File: config.mk
export PLATFORM = sky130hd
export DESIGN_NAME = sdram_misc_arbiter_flat
export DESIGN_NICKNAME = d
export VERILOG_FILES = /design/src/rtl/sam_sdram_pkg.sv /design/src/rtl/sdram_misc_arbiter_if.sv /design/src/rtl/sdram_misc_arbiter_rr_pick.sv /design/src/rtl/sdram_misc_arbiter.sv /design/src/flat_wrapper.sv
export SDC_FILE = /design/constraint.sdc
export NUM_CORES = 1
export LEC_CHECK = 0
export BUFFER_PORTS_ARGS = -buffer_cell sky130_fd_sc_hd__buf_2
export CAP_MARGIN = 20
export CORE_MARGIN = 2
export CORE_UTILIZATION = 40
export CTS_CLUSTER_DIAMETER = 120
export DETAILED_ROUTE_END_ITERATION = 10
export GPL_ROUTABILITY_DRIVEN = 0
export PLACE_DENSITY_LB_ADDON = 0.1
export SYNTH_ARGS = -nofsm -noshare
export SYNTH_HDL_FRONTEND = slang
export SYNTH_SLANG_ARGS = --single-unit
File: constraint.sdc
create_clock -name clk -period 4.36 [get_ports clk]
set_clock_uncertainty 0.05 [all_clocks]
set_input_delay 0.436 -clock clk [delete_from_list [all_inputs] [get_ports clk]]
set_output_delay 0.436 -clock clk [all_outputs]
set_load 0.005 [all_outputs]
File: src/rtl/sam_sdram_pkg.sv
// rtl/sam_sdram_pkg.sv - shared SDRAM misc-port constants, arbiter state type and helpers
package sam_sdram_pkg;

  localparam int SDRAM_AW = 25;

  // Last WAIT_HI cycle (counting from 0) before a missing busy response forces a re-edge.
  localparam logic [1:0] EDGE_WAIT_LAST = 2'd3;

  typedef enum logic [2:0] {
    RESYNC,
    IDLE,
    ISSUE,
    WAIT_HI,
    WAIT_LO,
    CAPTURE,
    RELEASE
  } arb_state_t;

  function automatic logic [1:0] sat_inc2(input logic [1:0] v);
    return (v == 2'd3) ? v : v + 2'd1;
  endfunction

endpackage

File: src/rtl/sdram_misc_arbiter_if.sv
// rtl/sdram_misc_arbiter_if.sv - requester bus and controller misc port bundle for the arbiter
interface sdram_misc_arbiter_if
  import sam_sdram_pkg::*;
#(
  parameter int N  = 4,
  parameter int AW = SDRAM_AW
);

  logic [N-1:0]    req_valid;
  logic [N-1:0]    req_we;
  logic [N*AW-1:0] req_addr;
  logic [N*8-1:0]  req_din;
  logic [N-1:0]    req_ack;
  logic [7:0]      rsp_dout;
  logic [AW-1:0]   misc_addr;
  logic [7:0]      misc_din;
  logic            misc_rd;
  logic            misc_we;
  logic            misc_busy;
  logic [7:0]      misc_dout;

  modport slave (
    input  req_valid, req_we, req_addr, req_din, misc_busy, misc_dout,
    output req_ack, rsp_dout, misc_addr, misc_din, misc_rd, misc_we
  );

  modport master (
    output req_valid, req_we, req_addr, req_din, misc_busy, misc_dout,
    input  req_ack, rsp_dout, misc_addr, misc_din, misc_rd, misc_we
  );

endinterface

File: src/rtl/sdram_misc_arbiter_rr_pick.sv
// rtl/sdram_misc_arbiter_rr_pick.sv - combinational round-robin picker with optional requester-0 priority
module rr_pick
  import sam_sdram_pkg::*;
#(
  parameter int N     = 4,
  parameter int PW    = (N > 1) ? $clog2(N) : 1,
  parameter bit PRIO0 = 1'b1
) (
  input  logic [N-1:0]  req_i,
  input  logic [PW-1:0] ptr_i,
  output logic [N-1:0]  grant_o,
  output logic          any_o
);

  localparam logic [PW:0] N_W = (PW+1)'(N);

  logic          found;
  logic [PW:0]   sum_w;
  logic [PW-1:0] idx_w;

  // Scan from ptr upward; the explicit subtract handles non-power-of-2 N.
  always_comb begin
    grant_o = '0;
    any_o   = |req_i;
    found   = 1'b0;
    sum_w   = '0;
    idx_w   = '0;
    if (PRIO0 && req_i[0]) begin
      grant_o[0] = 1'b1;
    end else begin
      for (int k = 0; k < N; k++) begin
        sum_w = {1'b0, ptr_i} + (PW+1)'(k);
        if (sum_w >= N_W) sum_w = sum_w - N_W;
        idx_w = sum_w[PW-1:0];
        if (!found && req_i[idx_w]) begin
          grant_o[idx_w] = 1'b1;
          found          = 1'b1;
        end
      end
    end
  end

endmodule

File: src/rtl/sdram_misc_arbiter.sv
// rtl/sdram_misc_arbiter.sv - shares the SDRAM controller's edge-triggered misc byte port between N requesters
module sdram_misc_arbiter
  import sam_sdram_pkg::*;
#(
  parameter int N     = 4,
  parameter int AW    = SDRAM_AW,
  parameter bit PRIO0 = 1'b1
) (
  input  logic                 clk,
  input  logic                 reset_n,
  sdram_misc_arbiter_if.slave  bus
);

  localparam int            PW       = (N > 1) ? $clog2(N) : 1;
  localparam logic [PW-1:0] LAST_IDX = PW'(N - 1);

  arb_state_t    state_q, state_d;
  logic [N-1:0]  grant_q, grant_d;
  logic [N-1:0]  ack_q, ack_d;
  logic [PW-1:0] gidx_q, gidx_d;
  logic [PW-1:0] rr_ptr_q, rr_ptr_d;
  logic          cur_we_q, cur_we_d;
  logic          rd_q, rd_d;
  logic          we_q, we_d;
  logic [AW-1:0] addr_q, addr_d;
  logic [7:0]    din_q, din_d;
  logic [7:0]    dout_q, dout_d;
  logic [1:0]    wait_q, wait_d;
  logic [1:0]    retry_q, retry_d;

  logic [N-1:0]  pick_grant;
  logic          pick_any;
  logic [PW-1:0] pick_idx;

  rr_pick #(
    .N     (N),
    .PW    (PW),
    .PRIO0 (PRIO0)
  ) u_pick (
    .req_i   (bus.req_valid),
    .ptr_i   (rr_ptr_q),
    .grant_o (pick_grant),
    .any_o   (pick_any)
  );

  always_comb begin
    pick_idx = '0;
    for (int k = 0; k < N; k++) begin
      if (pick_grant[k]) pick_idx = PW'(k);
    end
  end

  always_comb begin
    state_d  = state_q;
    grant_d  = grant_q;
    gidx_d   = gidx_q;
    rr_ptr_d = rr_ptr_q;
    cur_we_d = cur_we_q;
    addr_d   = addr_q;
    din_d    = din_q;
    dout_d   = dout_q;
    wait_d   = wait_q;
    retry_d  = retry_q;
    ack_d    = '0;
    rd_d     = 1'b0;
    we_d     = 1'b0;

    case (state_q)
      RESYNC: begin
        if (!bus.misc_busy) state_d = IDLE;
      end
      IDLE: begin
        // A busy controller here means it saw an edge we did not send; let it drain first.
        if (pick_any && !bus.misc_busy) begin
          grant_d  = pick_grant;
          gidx_d   = pick_idx;
          cur_we_d = bus.req_we[pick_idx];
          addr_d   = bus.req_addr[pick_idx*AW +: AW];
          din_d    = bus.req_din[pick_idx*8 +: 8];
          state_d  = ISSUE;
        end
      end
      ISSUE: begin
        rd_d    = ~cur_we_q;
        we_d    = cur_we_q;
        wait_d  = '0;
        state_d = WAIT_HI;
      end
      WAIT_HI: begin
        if (bus.misc_busy) begin
          rd_d    = rd_q;
          we_d    = we_q;
          state_d = WAIT_LO;
        end else if (wait_q == EDGE_WAIT_LAST) begin
          // Edge presumed lost: one low cycle in ISSUE, then a fresh rising edge.
          retry_d = sat_inc2(retry_q);
          state_d = ISSUE;
        end else begin
          rd_d   = rd_q;
          we_d   = we_q;
          wait_d = wait_q + 2'd1;
        end
      end
      WAIT_LO: begin
        if (bus.misc_busy) begin
          rd_d = rd_q;
          we_d = we_q;
        end else if (cur_we_q) begin
          ack_d   = grant_q;
          state_d = RELEASE;
        end else begin
          state_d = CAPTURE;
        end
      end
      CAPTURE: begin
        dout_d  = bus.misc_dout;
        ack_d   = grant_q;
        state_d = RELEASE;
      end
      RELEASE: begin
        rr_ptr_d = (gidx_q == LAST_IDX) ? '0 : gidx_q + 1'b1;
        state_d  = IDLE;
      end
      default: begin
        state_d = RESYNC;
      end
    endcase
  end

  always_ff @(posedge clk or negedge reset_n) begin
    if (!reset_n) begin
      state_q  <= RESYNC;
      grant_q  <= '0;
      gidx_q   <= '0;
      rr_ptr_q <= '0;
      cur_we_q <= 1'b0;
      rd_q     <= 1'b0;
      we_q     <= 1'b0;
      addr_q   <= '0;
      din_q    <= '0;
      dout_q   <= '0;
      ack_q    <= '0;
      wait_q   <= '0;
      retry_q  <= '0;
    end else begin
      state_q  <= state_d;
      grant_q  <= grant_d;
      gidx_q   <= gidx_d;
      rr_ptr_q <= rr_ptr_d;
      cur_we_q <= cur_we_d;
      rd_q     <= rd_d;
      we_q     <= we_d;
      addr_q   <= addr_d;
      din_q    <= din_d;
      dout_q   <= dout_d;
      ack_q    <= ack_d;
      wait_q   <= wait_d;
      retry_q  <= retry_d;
    end
  end

  assign bus.req_ack   = ack_q;
  assign bus.rsp_dout  = dout_q;
  assign bus.misc_addr = addr_q;
  assign bus.misc_din  = din_q;
  assign bus.misc_rd   = rd_q;
  assign bus.misc_we   = we_q;

endmodule

File: src/flat_wrapper.sv
// flat-port wrapper written by rule: the top's interface ports become plain ports
module sdram_misc_arbiter_flat import sam_sdram_pkg::*;
#(
  parameter int N     = 4,
  parameter int AW    = SDRAM_AW,
  parameter bit PRIO0 = 1'b1
)
  (clk, reset_n, bus_req_valid, bus_req_we, bus_req_addr, bus_req_din, bus_misc_busy, bus_misc_dout, bus_req_ack, bus_rsp_dout, bus_misc_addr, bus_misc_din, bus_misc_rd, bus_misc_we);
  sdram_misc_arbiter_if #(.N(N), .AW(AW)) bus_i ();
  input  logic clk;
  input  logic reset_n;
  input wire logic [$bits(bus_i.req_valid)-1:0] bus_req_valid;
  input wire logic [$bits(bus_i.req_we)-1:0] bus_req_we;
  input wire logic [$bits(bus_i.req_addr)-1:0] bus_req_addr;
  input wire logic [$bits(bus_i.req_din)-1:0] bus_req_din;
  input wire logic [$bits(bus_i.misc_busy)-1:0] bus_misc_busy;
  input wire logic [$bits(bus_i.misc_dout)-1:0] bus_misc_dout;
  output wire logic [$bits(bus_i.req_ack)-1:0] bus_req_ack;
  output wire logic [$bits(bus_i.rsp_dout)-1:0] bus_rsp_dout;
  output wire logic [$bits(bus_i.misc_addr)-1:0] bus_misc_addr;
  output wire logic [$bits(bus_i.misc_din)-1:0] bus_misc_din;
  output wire logic [$bits(bus_i.misc_rd)-1:0] bus_misc_rd;
  output wire logic [$bits(bus_i.misc_we)-1:0] bus_misc_we;
  assign bus_i.req_valid = bus_req_valid;
  assign bus_i.req_we = bus_req_we;
  assign bus_i.req_addr = bus_req_addr;
  assign bus_i.req_din = bus_req_din;
  assign bus_i.misc_busy = bus_misc_busy;
  assign bus_i.misc_dout = bus_misc_dout;
  assign bus_req_ack = bus_i.req_ack;
  assign bus_rsp_dout = bus_i.rsp_dout;
  assign bus_misc_addr = bus_i.misc_addr;
  assign bus_misc_din = bus_i.misc_din;
  assign bus_misc_rd = bus_i.misc_rd;
  assign bus_misc_we = bus_i.misc_we;
  sdram_misc_arbiter #(.N(N), .AW(AW), .PRIO0(PRIO0)) u_core (.clk(clk), .reset_n(reset_n), .bus(bus_i));
endmodule
== After elaboration in Yosys (flattened, before gate mapping) ==
Index checks and enable logic that the tools add are counted.
Word-level totals
  word-level logic and storage cells: 138
  output and inout port bits: 47
  input port bits: 151
  register bits: 61
Operators by class
  $add $sub $neg: 9
  multipliers: 1
  $lt $le $gt $ge: 13
  bitwise logic cells: 4
  shift-type cells: 2
  muxes and demuxes: 63
  reductions and logical operators: 19
  equal/unequal tests: 15
Operators by type and width (count)
  $shiftx 100x8->25: 1
  $mux 4: 9
  $shiftx 32x6->8: 1
  $mux 2: 14
  $pmux 3 s7: 1
  $mux 1: 20
  $mux 3: 6
  $lt 2x3->1 const B: 5
  $or 4x4->4: 3
  $bmux 1 s2: 5
  $eq 3x3->1 const B: 3
  $ge 3x3->1 const B: 3
  $demux 1 s2: 4
  $ge 2x1->1 const B: 4
  $logic_and 1x1->1: 8
  $ne 2x2->1 const B: 4
  $pmux 4 s2: 1
  $sub 2x1->2 const B: 4
  $mul 2x5->7 const B: 1
  $add 2x2->3 const B: 2
  $eq 3x2->1 const B: 2
  $pmux 1 s3: 2
  $reduce_and 3->1: 2
  $add 2x1->2 const B: 2
  other kinds (14): 19

== Longest topological paths before layout ==
Gate-level depths: netlist (run 1).
  word-level depth: 24
  mapped depth: 14

== By module ==
From an unflattened synthesis (run 1), not the netlist that was laid out.
Second synthesis, totals
  cells, all modules: 364
  area, all modules: 3689.8 um^2
Modules (own cells, without submodules)
  sdram_misc_arbiter: sequential area each 1526.5 um^2, instances 1, cells each 332, area an instance 3368.2 um^2
  rr_pick: sequential area each 0.0 um^2, instances 1, cells each 32, area an instance 321.6 um^2

== Worst setup path after synthesis (run 1) ==
OpenSTA, ideal clock, no wires.
  kind: reg-to-reg
  from: register u_core.rr_ptr_q[0]
  to: register u_core.addr_q[23] (netlist: u_core.bus.misc_addr[23])
  path slack: 1.255 ns
  clock period less this slack: 3.105 ns
  stages on the path, launching flop included: 15
  library setup time: 0.095 ns
  data arrival time: 2.960 ns
  buffers on the path: 5
  cells stage by stage: dfrtp_1 > buf_6 > clkbuf_1 > inv_1 > ha_1 > buf_2 > mux2i_1 > mux2_2 > a211o_1 > a21oi_2 > and2_1 > buf_2 > buf_2 > nor3_1 > o31ai_1
On the way
  cells in the longest elaborated chain, start to end: 24
  elaborated cells between the ends (all ways): 75
Ends and longest elaborated chain
  start, declared: RTL line sdram_misc_arbiter.sv:21  | logic [PW-1:0] rr_ptr_q, rr_ptr_d;
  start signal, assigned: RTL line sdram_misc_arbiter.sv:149  | rr_ptr_q <= rr_ptr_d;
  branches (longest 17 deep; another with $add 2x1->3)
  $mux 4 (*): RTL line sdram_misc_arbiter_rr_pick.sv:35  | if (!found && req_i[idx_w]) begin
  $mux 3 (*): RTL line sdram_misc_arbiter_rr_pick.sv:28  | if (PRIO0 && req_i[0]) begin
  $mux 1: RTL line sdram_misc_arbiter.sv:49  | if (pick_grant[k]) pick_idx = PW'(k);
  $mux 2: RTL line sdram_misc_arbiter.sv:49
  $mux 2 (*): RTL line sdram_misc_arbiter.sv:49
  $mul 2x5->7 (*): RTL line sdram_misc_arbiter.sv:78  | addr_d = bus.req_addr[pick_idx*AW +: AW];
  $shiftx 100x8->25 (*): RTL line sdram_misc_arbiter.sv:78
  end signal, assigned: RTL line sdram_misc_arbiter.sv:153  | addr_q <= addr_d;
  end, declared: RTL line sdram_misc_arbiter.sv:25  | logic [AW-1:0] addr_q, addr_d;
Mark *: on every way between the ends. The select of a mux whose other input is x is not followed.
A chain may end at the register's enable or synchronous reset.

== Worst setup path in the final report (run 1) ==
  from: register u_core.rr_ptr_q[1]
  to: register u_core.addr_q[0] (netlist: u_core.bus.misc_addr[0])
Same word-level chain as after synthesis.

==> results of run 1 <==
==> placed cells by master (no fill, tap or decap), drive strengths merged, types with 2 or more instances in the layout <==
cell / n
o22ai: 18
a22o: 3
or2: 2
nor3: 14
inv: 10
mux4: 4
o221ai: 20
clkbuf: 13
nor2: 23
a21oi: 20
nand2: 94
nand2b: 7
buf: 207
o31ai: 16
mux2i: 6
nand3: 4
ha: 9
a32oi: 20
o21ai: 13
and2: 6
a211oi: 2
dfrtp: 61
mux2: 10
==> kinds of logic after synthesis <==
logic type / count (synthesis) / synth area share
flip-flops: 61 / 0.386
AO/OA/AOI/OAI: 119 / 0.287
multiplexers: 20 / 0.0665
buffers and inverters: 42 / 0.0551
AND/OR/NAND/NOR: 158 / 0.177
adder cells (fa/ha/maj): 9 / 0.0285
==> power by group through the flow <==
stage	clock network, mW	logic (mW)	registers [mW]
after floorplan	0	1.32	0.998
after global placement	0	1.84	1.02
after detailed placement	0	1.88	1.03
after CTS	0.552	1.89	1.01
after global routing	0.575	2.08	1.05
final	0.536	1.87	1.01
==> layer usage <==
layer | routed length, um | share of wire | global-route usage | up-vias
met1 | 5210 | 0.42 | 0.287 | 1792
li1 | - | - | - | 1878
met5 | 0 | 0 | 0 | -
met2 | 6210 | 0.50 | 0.387 | 158
met3 | 773 | 0.062 | 0.0457 | 19
met4 | 264 | 0.021 | 0.0901 | 0
==> area by class of cell <==
cell class	count	area (um2)
repair buffers	207	1080
clock inverters	3	42.5
inverters	10	37.5
fillers	903	4450
multi-input cells	306	2210
flip-flops and latches	61	1530
clock buffers	13	169
well taps	133	166
==> registers in the layout, summed over array words and instances, names as in the netlist <==
name	count
u_core.bus.misc_addr	25
u_core.cur_we_q	1
u_core.bus.misc_rd	1
u_core.bus.misc_din	8
u_core.bus.misc_we	1
u_core.wait_q	2
u_core.grant_q	4
u_core.bus.rsp_dout	8
u_core.gidx_q	2
u_core.bus.req_ack	4
u_core.rr_ptr_q	2
u_core.state_q	3
==> metrics by stage <==
stage,hold WS [ns],std cells
6_report,0.192,733
3_5_place_dp,0.411,717
4_1_cts,0.217,733
2_1_floorplan,0.0904,409
5_1_grt,0.250,733
3_3_place_gp,0.402,716
==> worst paths after layout <==
| kind | to | cells after the start |
|---|---|---|
| worst max register to register | u_core.bus.misc_addr[0] | 11 |
| max in group asynchronous | u_core.gidx_q[0] | 2 |
| worst min-delay path | u_core.bus.misc_addr[5] | 1 |
| min in group clk | u_core.bus.rsp_dout[1] | 2 |
| worst max-delay path | u_core.bus.misc_addr[0] | 11 |
| worst min register to register | u_core.grant_q[0] | 2 |
==> results.py, run 1 <==
metrics = {
    "synthesis": {
        "synthTopCellsByArea": "dfrtp_1 39%, nand2_1 8.8%, a32oi_2 7.8%, o221ai_2 7.6%, o31ai_1 3.0%",
        "synth_area_per_cell_um2": 9.66,
        "synth_edf_count": 0,
        "yosys_most_used_dff": "dfrtp_1",
        "synthTopCellsByCount": "93 x nand2_1, 61 x dfrtp_1, 21 x nor2_1",
        "synth_cells": 409,
        "synth_cell_types": 47,
        "yosys.area.top_type_share": 0.386,
        "syn-num-nets": 569,
        "synth_most_common_cell": "nand2_1",
        "ys_seq_elements": 61,
        "ys_warn_count": 0,
        "syn_area_mm2": 0.00395,
        "ys_seq_area_frac": 0.386,
        "synth_area_leader_cell": "dfrtp_1",
        "async_flop_share": 1.00,
    },
    "placed_design": {
        "io_buffer_count": 197,
        "hpwl_um": 9120,
        "placed_cell_area_mm2": 0.00503,
        "dp_slack_ns": 0.962,
    },
    "timing": {
        "period_share": 0.781,
        "fmax_mhz": 294,
        "fin_tns_setup_ns": 0,
        "fin_ws_ns": 0.955,
        "finalHoldViolCount": 0,
        "period_minus_slack_ns": 3.41,
        "finalSetupViolations": 0,
        "slew_headroom": 0.331,
        "rsz0062_at_grt": "false",
        "slew_viol_final": 0,
        "worst_pin_slew_ns": 1.00,
    },
    "clock_network": {
        "cts_tree": "built",
        "clk_pin_slew_ns": 0.07,
        "cts.sinks": 61,
        "post_cts_buffers": 0,
        "holdBufCountCts": 0,
        "clock-root-buffer": "clkbuf_8",
        "clock_path_buffers": 2,
        "insertion_delay_ns": 0.34,
        "post_cts_resized": 0,
        "htreeDepth": 3,
        "numCtsBuffers": 9,
    },
    "global_routing": {
        "grt-ovfl-total": 0,
        "grt_max_degree": 41,
        "grt_pass1_wl_um": 18700,
        "grt_use_total": 0.229,
        "antenna_found_initial": 0,
        "grt_pass1_vias": 3655,
    },
    "pwr": {
        "powerDensity_mw_per_mm2": 652,
        "p_sw_frac": 0.429,
        "power.switching_mw": 1.46,
        "p_seq_frac": 0.297,
        "clkPwrFrac": 0.157,
        "peakVddDrop_v": 0.000271,
        "leakage_nw": 2.44,
        "combPwrFrac": 0.546,
        "p_int_mw": 1.95,
        "finalPower_mw": 3.42,
    },
    "die": {
        "die_y_um": 103,
        "pin_count": 198,
        "dieArea_mm2": 0.0107,
        "start_util": 0.408,
        "die_width_um": 103,
        "core-area_mm2": 0.00968,
        "rows": 36,
    },
    "worst_setup_path": {
        "cp_cell_sequence": "inv_1 > ha_1 > mux2i_1 > mux2_2 > a211o_1 > a21oi_2 > nor2_2 > buf_4 > nor2_2 > buf_4 > a32oi_1",
        "required_ns": 4.51,
        "critPathArrivalTime_ns": 3.56,
        "crit_type": "register to register",
        "rrSetupSlack_ns": 0.95,
        "worst-path-buf-inv": 3,
        "worstPathMaxFanout": 17,
        "cp_top_family": "buffers and inverters",
        "crit_slowest_cell": "dfrtp_1",
        "end_kind": "register",
        "r2r_start": "u_core.rr_ptr_q[1]",
        "cp_slowest_stage_delay_ns": 0.54,
        "critPathLaunch": "u_core.rr_ptr_q[1]",
        "critPathLaunchType": "register",
    },
    "route": {
        "drt-wirelength-per-cell_um": 17.0,
        "post-route-drc-count": 0,
        "vias": 3847,
        "drt-pass1-iter-count": 4,
        "drt_iter0_drc": 167,
        "via_per_inst": 5.25,
        "wl_um": 12500,
        "final_antenna_net_count": 0,
    },
    "finish": {
        "postLayoutCellArea_mm2": 0.00524,
        "n_antenna_cell": 0,
        "drive_gt1_frac": 0.473,
        "fin_util": 0.541,
        "nets": 755,
        "area_growth_pct": 32.6,
    },
    "run_status": {
        "status": "completed",
    },
    "job": {
        "max_cap_violations": 0,
    },
    "min_path": {
        "holdCritPathClass": "primary input to asynchronous set/reset pin",
    },
}
Power figures use the tool's default switching activity.
==> inputs of run 2 (changes only) <==
- clock period: 4.36 -> 3.12 ns (I/O delays scaled with it)
==> run 2 against run 1 <==
Register-to-register slack worse by 0.73 ns; worst setup slack worse by 0.73 ns; sequential share of layout area shrank 0.63 points; sequential cell count is the same; clock power increased by 38%; critical path depth shrank 4; total power increased by 44%; critical endpoint is now u_core.bus.misc_addr[18]; largest power group unchanged.
==> results.py, run 2 (synthesis results as in run 1) <==
metrics = {
    "run_status": {
        "status": "completed",
    },
    "pwr": {
        "peakVddDrop_v": 0.000341,
        "powerDensity_mw_per_mm2": 917,
        "p_int_mw": 2.80,
        "leakage_nw": 2.50,
        "finalPower_mw": 4.91,
        "combPwrFrac": 0.563,
        "clkPwrFrac": 0.151,
        "p_sw_frac": 0.429,
        "power.switching_mw": 2.11,
        "p_seq_frac": 0.286,
    },
    "finish": {
        "largest_register_ff_count": 25,
        "drive_gt1_frac": 0.485,
        "n_antenna_cell": 0,
        "nets": 769,
        "stdcell_count": 747,
        "final_cell_mix": "197 x buf_2, 93 x nand2_1, 61 x dfrtp_1",
        "postLayoutCellArea_mm2": 0.00535,
        "area_growth_pct": 35.5,
        "layout_commonest_cell": "buf_2",
    },
    "job": {
        "max_cap_violations": 0,
    },
    "clock_network": {
        "cts.sinks": 61,
        "numCtsBuffers": 9,
        "clock-root-buffer": "clkbuf_8",
        "cts_tree": "built",
        "clk_pin_slew_ns": 0.07,
        "insertion_delay_ns": 0.34,
        "clock_path_buffers": 2,
        "htreeDepth": 3,
    },
    "die": {
        "die_y_um": 103,
        "dieArea_mm2": 0.0107,
        "rows": 36,
        "core-area_mm2": 0.00968,
        "die_width_um": 103,
        "pin_count": 198,
        "start_util": 0.408,
    },
    "worst_setup_path": {
        "cp_slowest_stage_delay_ns": 0.59,
        "r2r_cells": 7,
        "crit_type": "register to register",
        "worstPathMaxFanout": 20,
        "critPathLaunchType": "register",
        "r2r-end": "u_core.bus.misc_addr[18]",
        "worst-path-buf-inv": 1,
        "cp_cell_sequence": "buf_4 > mux4_2 > or3b_1 > a221oi_2 > or4_4 > o221ai_2 > a32oi_2",
        "cp_top_family": "simple AND/OR/NAND/NOR gates",
        "critPathLaunch": "u_core.rr_ptr_q[0]",
        "required_ns": 3.33,
        "r2r_start": "u_core.rr_ptr_q[0]",
        "end_kind": "register",
        "rrSetupSlack_ns": 0.22,
        "crit_slowest_cell": "mux4_2",
        "critPathArrivalTime_ns": 3.10,
    },
    "placed_design": {
        "dp_cells": 729,
        "placed_cell_area_mm2": 0.00511,
        "hpwl_um": 9450,
        "io_buffer_count": 197,
    },
    "min_path": {
        "holdPathEnd": "u_core.bus.rsp_dout[1]",
        "min_path_cells": 2,
        "holdCritPathClass": "primary input to register",
        "min_from": "bus_misc_dout[1]",
    },
    "timing": {
        "period_share": 0.929,
        "rsz0062_at_grt": "false",
        "period_minus_slack_ns": 2.90,
        "finalSetupViolations": 0,
        "fmax_mhz": 345,
        "slew_headroom": 0.592,
        "worst_pin_slew_ns": 0.611,
        "finalHoldViolCount": 0,
        "slew_viol_final": 0,
    },
    "route": {
        "drt-pass1-iter-count": 4,
        "final_antenna_net_count": 0,
        "via_per_inst": 5.28,
        "vias": 3946,
        "post-route-drc-count": 0,
        "wl_um": 12700,
        "drt_iter0_drc": 147,
        "drt-wirelength-per-cell_um": 17.0,
    },
    "global_routing": {
        "antenna_found_initial": 0,
        "grt-ovfl-total": 0,
        "grt_pass1_wl_um": 19100,
        "grt_max_degree": 45,
        "grt_pass1_vias": 3796,
        "grt_use_total": 0.234,
    },
}
-- run 2: cell types whose count changed in the layout (fill, tap and decap cells not counted) --
cell | before | now
buf_4 | 9 | 21
buf_12 | 0 | 2
buf_16 | 1 | 0
clkbuf_1 | 1 | 0
clkbuf_8 | 12 | 11
clkinv_4 | 0 | 1
clkinvlp_4 | 1 | 2
dlygate4sd3_1 | 0 | 1
nor2_2 | 2 | 1
nor2_4 | 0 | 1
-- run 2: area by class of cell --
class                      instances  area (um2)
timing repair buffer             221        1190
clock inverter                     5        58.8
multi-input combinational        306        2220
sequential                        61        1530
clock buffer                      11         151
inverter                          10        37.5
tap                              133         166
fill                             882        4330
-- run 2: worst max-delay path by stage --
stage | end | slack, ns | cells past startpoint
after CTS | u_core.bus.misc_addr[2] | 0.13 | 9
after global routing | u_core.bus.misc_addr[10] | 0.09 | 9
after detailed placement | u_core.bus.misc_din[7] | -0.06 | 10
final | u_core.bus.misc_addr[18] | 0.22 | 7
after global placement | u_core.bus.misc_addr[18] | -0.003 | 10
after floorplan | u_core.bus.misc_addr[23] | 0.01 | 14
-- run 2: metal layers --
layer / wire [um] / part of all wire / vias up / track usage
met5: 0 / 0 / - / 0
met4: 204 / 0.016 / 0 / 0.0638
met3: 598 / 0.047 / 16 / 0.0517
met2: 6350 / 0.50 / 129 / 0.397
met1: 5570 / 0.44 / 1887 / 0.303
li1: - / - / 1914 / -
-- run 2: power by group through the flow --
| stage | logic [mW] | clock network (mW) | registers [mW] |
|---|---|---|---|
| 2_1_floorplan | 1.85 | 0 | 1.39 |
| 3_3_place_gp | 2.73 | 0 | 1.41 |
| 3_5_place_dp | 2.78 | 0 | 1.42 |
| 4_1_cts | 2.79 | 0.764 | 1.40 |
| 5_1_grt | 3.06 | 0.806 | 1.45 |
| 6_report | 2.76 | 0.741 | 1.41 |
-- run 2: stage by stage --
step / setup slack (ns) / util / hold WS (ns) / setup TNS, ns
finish: 0.223 / 0.553 / 0.153 / 0
floorplan: 0.0150 / - / -0.0336 / 0
global route: 0.0910 / 0.553 / 0.137 / 0
global placement: -0.00288 / 0.528 / 0.406 / -0.00288
CTS: 0.133 / 0.550 / 0.128 / 0
detailed placement: -0.0633 / 0.528 / 0.412 / -0.321
-- run 2: repair_timing --
| action | CTS | global route |
|---|---|---|
| endpoints found under the setup margin | 6 | 2 |
| hold buffers | 0 | 1 |
| hold endpoints to repair | 0 | 18 |
| pin swaps | 0 | 1 |
| gates resized for setup | 1 | 0 |
| setup buffers | 0 | 0 |
